===== src/rtl/adder_pkg.sv =====
// Shared definitions for the ripple-carry adder family: width limits and a
// reference model of the exact (WIDTH+1)-bit sum.
package adder_pkg;

    localparam int unsigned ADDER_MAX_WIDTH = 64;

    // Reference result {carry, sum} for the low `width` bits of a and b plus cin.
    // The carry lands at bit position `width`. Higher bits of the result are zero.
    function automatic logic [ADDER_MAX_WIDTH:0] adder_ref(
        input logic [ADDER_MAX_WIDTH-1:0] a,
        input logic [ADDER_MAX_WIDTH-1:0] b,
        input logic                       cin,
        input int unsigned                width
    );
        logic [ADDER_MAX_WIDTH-1:0] mask;
        logic [ADDER_MAX_WIDTH:0]   total;
        if (width >= ADDER_MAX_WIDTH) begin
            mask = '1;
        end else begin
            mask = (64'd1 << width) - 64'd1;
        end
        total = {1'b0, a & mask} + {1'b0, b & mask} + {64'd0, cin};
        return total;
    endfunction

endpackage


===== src/rtl/full_adder_cell.sv =====
// One-bit full adder cell: sum is the three-input parity, carry is the
// majority of the three inputs written as generate | (carry & propagate).
module full_adder_cell (
    input  logic a,
    input  logic b,
    input  logic cin,
    output logic s,
    output logic cout
);

    logic propagate;
    logic generate_bit;

    assign propagate    = a ^ b;
    assign generate_bit = a & b;
    assign s            = propagate ^ cin;
    assign cout         = generate_bit | (cin & propagate);

endmodule


===== src/rtl/full_adder_dataflow.sv =====
// Registered ripple-carry adder. A chain of full_adder_cell instances forms the
// combinational sum; one register stage captures it when in_valid is high.
// Outputs hold their value between accepted inputs; out_valid pulses for one
// cycle per accepted input.
module full_adder_dataflow
    import adder_pkg::*;
#(
    parameter int unsigned WIDTH = 1
) (
    input  logic             clk,
    input  logic             rst,
    input  logic [WIDTH-1:0] a,
    input  logic [WIDTH-1:0] b,
    input  logic             carry_in,
    input  logic             in_valid,
    output logic [WIDTH-1:0] sum,
    output logic             carry_out,
    output logic             out_valid
);

    // Widths outside 1..ADDER_MAX_WIDTH are not supported; this localparam makes
    // the intended bound visible next to the parameter it constrains.
    localparam int unsigned MAX_WIDTH = ADDER_MAX_WIDTH;

    logic [WIDTH:0]   carry_chain;
    logic [WIDTH-1:0] sum_next;
    logic             carry_next;

    logic [WIDTH-1:0] sum_reg;
    logic             carry_reg;
    logic             valid_reg;

    assign carry_chain[0] = carry_in;

    // Ripple chain: carry out of cell gi feeds carry in of cell gi+1.
    generate
        for (genvar gi = 0; gi < WIDTH; gi++) begin : g_cell
            full_adder_cell u_cell (
                .a    (a[gi]),
                .b    (b[gi]),
                .cin  (carry_chain[gi]),
                .s    (sum_next[gi]),
                .cout (carry_chain[gi+1])
            );
        end
    endgenerate

    assign carry_next = carry_chain[WIDTH];

    // Output register stage: reset wins over in_valid; idle cycles hold the
    // result so unknown inputs while in_valid=0 never reach the outputs.
    always_ff @(posedge clk) begin
        if (rst) begin
            sum_reg   <= '0;
            carry_reg <= 1'b0;
            valid_reg <= 1'b0;
        end else begin
            valid_reg <= in_valid;
            if (in_valid) begin
                sum_reg   <= sum_next;
                carry_reg <= carry_next;
            end
        end
    end

    assign sum       = sum_reg;
    assign carry_out = carry_reg;
    assign out_valid = valid_reg;

endmodule


===== config.mk =====
export PLATFORM = sky130hd
export DESIGN_NAME = full_adder_dataflow
export DESIGN_NICKNAME = d
export VERILOG_FILES = /design/src/rtl/adder_pkg.sv /design/src/rtl/full_adder_cell.sv /design/src/rtl/full_adder_dataflow.sv
export SDC_FILE = /design/constraint.sdc
export NUM_CORES = 1
export LEC_CHECK = 0
export CAP_MARGIN = 25
export CORE_AREA = 2 2 39 41
export DETAILED_ROUTE_END_ITERATION = 10
export DIE_AREA = 0 0 41 43
export GPL_ROUTABILITY_DRIVEN = 0
export PLACE_DENSITY_LB_ADDON = 0.2
export SYNTH_ARGS = -nofsm -noshare
export SYNTH_HDL_FRONTEND = slang
export SYNTH_SLANG_ARGS = --single-unit

===== constraint.sdc =====
create_clock -name clk -period 0.9 [get_ports clk]
set_input_delay 0.135 -clock clk [delete_from_list [all_inputs] [get_ports clk]]
set_output_delay 0.135 -clock clk [all_outputs]
set_load 0.02 [all_outputs]

==> results_dict.tcl <==
set metrics [dict create \
    total_power_mw 0.4415 \
    clock.fmax_mhz 1181 \
    seq_area_frac_synth_pct 52.75 \
    finClkSkew_ps 0 \
    drc 0 \
    period_minus_slack_ps 846.8 \
    criticalPathCategory "reg -> out" \
    min-delay-start "carry_in" \
    critPathLaunchType "register" \
    synth_compound_area_share_pct 0 \
    postCtsHoldBufs 0 \
    insertion_delay_ps 230 \
    diodes 0 \
    setup_viol 0 \
    area_growth_pct 91.21 \
    ioPinCount 9 \
    synth_top_family_by_area "adder cells" \
    synth_edf_count 0 \
    setup_ws_ps 53.22 \
    grt_pass1_wl_um 441 \
    clkTransAtPathRegs_ps 30 \
    syn-instance-count 9 \
    start_util_pct 8.228 \
    path_cells "buf_2" \
    maxCapViolCount 0 \
    cts_root_buf "clkbuf_4" \
    drv_slew 0 \
    hold_class "in -> reg" \
    wire_per_inst_um 7.605 \
    fillers 161 \
    tightestPinTransition_ps 136.5 \
    ys_ff_latch 3 \
    cts_buffers 3 \
    r2r-end "carry_out" \
    antenna_found_initial 0 \
    grt_pass1_vias 132 \
    worstPathArrival_ps 710 \
    p_leak_nw 0.1049 \
    muxShareOfSynthArea_pct 17.58 \
    gr-total-overflow 0 \
    grt_max_degree 4 \
    critPathCaptureType "output pin" \
    ys.warnings.count 0 \
    cp_max_fo 2 \
    clock_sinks 3 \
    hold_depth 4 \
    syn_nets 16 \
    die_h_um 43 \
    numPortBuffers 8 \
    vias_per_cell 3.132 \
    synth_xor_area_share_pct 0 \
    routed_wl_um 289 \
    run_status "completed" \
    synth-main-ff-cell "dfxtp_1" \
    die_w_um 41 \
    async_flop_share_pct 0 \
    slowest_delay_ps 320 \
    drive_gt1_share_pct 45.45 \
    dieArea_sq_mm 0.001763 \
    worst_r2r_path_depth 3 \
    rows 14 \
    antenna_left 0 \
    synth_adder_area_share_pct 17.58 \
    dr_total_vias 119 \
    syn_area_per_cell_sq_um 12.65 \
    h-tree-depth 1 \
    multi_input_area_sq_um 53.80 \
    path_buf_inv 1 \
    ir_drop_uv 266.6 \
    p_per_area_mw_per_mm2 2028 \
    fin_nets 30 \
    yosysTopAreaCell "dfxtp_1" \
    synth-simple-area-share_pct 12.09 \
    pre_cts_ws_ps -485.2 \
    worstReg2RegStart "carry_out" \
    critPathTopFamily "flip-flops" \
    ys_types 5 \
    slew_headroom_pct 90.64 \
    yosysMostFrequentCell "dfxtp_1" \
    yosys.area.top_type_share_pct 52.75 \
    grt.total_usage_pct 4.309 \
    register_area_sq_um 60.06 \
    finalHoldViolations 0 \
    min_to "carry_out" \
    cts_tree "yes" \
    netlist_area_sq_um 113.9 \
    drtIter0Drc 2 \
    coreArea_sq_mm 0.001384 \
    critical-path-slowest-cell "dfxtp_1" \
    cts_buffer_depth 2 \
    synth.cells.most_frequent "dfxtp_1 (3), mux2i_1 (2), nor2_1 (2), fa_1 (1), nor2b_1 (1)" \
    timing.final.crit_share_pct 94.09 \
    rsz0062_at_grt "no" \
    required_ps 760 \
    synth_area_leaders "dfxtp_1 (53%), fa_1 (18%), mux2i_1 (18%)" \
    drtPass1Iterations 2 \
    r2r_slack_ps 200 \
    tns_ps 0 \
]
==> per-stage QoR <==
stage | cells | instance area (sq um) | hold slack [ps] | util (%)
final | 38 | 217.7 | 317.5 | 15.73
after global routing | 38 | 217.7 | 353.6 | 15.73
after CTS | 38 | 231.5 | 442.8 | 16.73
after detailed placement | 34 | 221.5 | 502.4 | 16.00
after global placement | 34 | 221.5 | 489.4 | 16.00
after floorplan | 9 | 113.9 | 206.6 | -
==> what timing repair did <==
action / in CTS / in global routing
pin swaps: 1 / 2
setup buffers: 0 / 0
cloned: 0 / 0
gates resized for setup: 17 / 4
endpoints found under the setup margin: 5 / 1
==> worst max-delay path by stage <==
stage	start	end	slack [ps]	cells after the start
2_1_floorplan	a	sum	30	3
3_3_place_gp	a	sum	-460	4
3_5_place_dp	a	sum	-490	4
4_1_cts	b	sum	2	4
5_1_grt	carry_out	carry_out	7	1
6_report	carry_out	carry_out	50	1
==> cells in the final DEF (no fill, tap or decap), drive strengths merged <==
cell type / count
fa: 1
nor2b: 1
clkdlybuf4s50: 2
mux2i: 2
dfxtp: 3
buf: 4
nor2: 2
clkbuf: 7
==> per-layer routing <==
| layer | up-vias | GRT usage (%) | wire length (um) |
|---|---|---|---|
| met5 | - | 0 | 0 |
| li1 | 55 | - | - |
| met4 | 0 | 4.000 | 0 |
| met2 | 8 | 7.813 | 156 |
| met1 | 56 | 1.917 | 89 |
| met3 | 0 | 3.141 | 43 |
==> layout make-up <==
cell class | instances | area share [%]
flip-flops and latches | 3 | 27.59
clock buffers | 4 | 12.07
multi-input cells | 6 | 24.71
repair buffers | 9 | 26.44
well taps | 16 | 9.195
==> worst min-delay path: cells and delay by family <==
family	cells	cell delay (ps)
fa+ha+maj	1	150
simple gates	1	70
mux	1	60
buf+inv	1	90
==> report_power, final <==
part | internal, mW | leakage, nW | switching (mW)
clock network | 0.166 | 0.0150 | 0.0634
logic | 0.0334 | 0.0651 | 0.0317
registers | 0.144 | 0.0249 | 0.00371
==> cells by family (layout without fill, tap and decap cells) <==
| group | Yosys count | count (layout) |
|---|---|---|
| adder cells (fa/ha/maj) | 1 | 1 |
| buffers and inverters | 0 | 13 |
| flip-flops | 3 | 3 |
| multiplexers | 2 | 2 |
| AND/OR/NAND/NOR | 3 | 3 |
(Power assumes the default switching activity.)
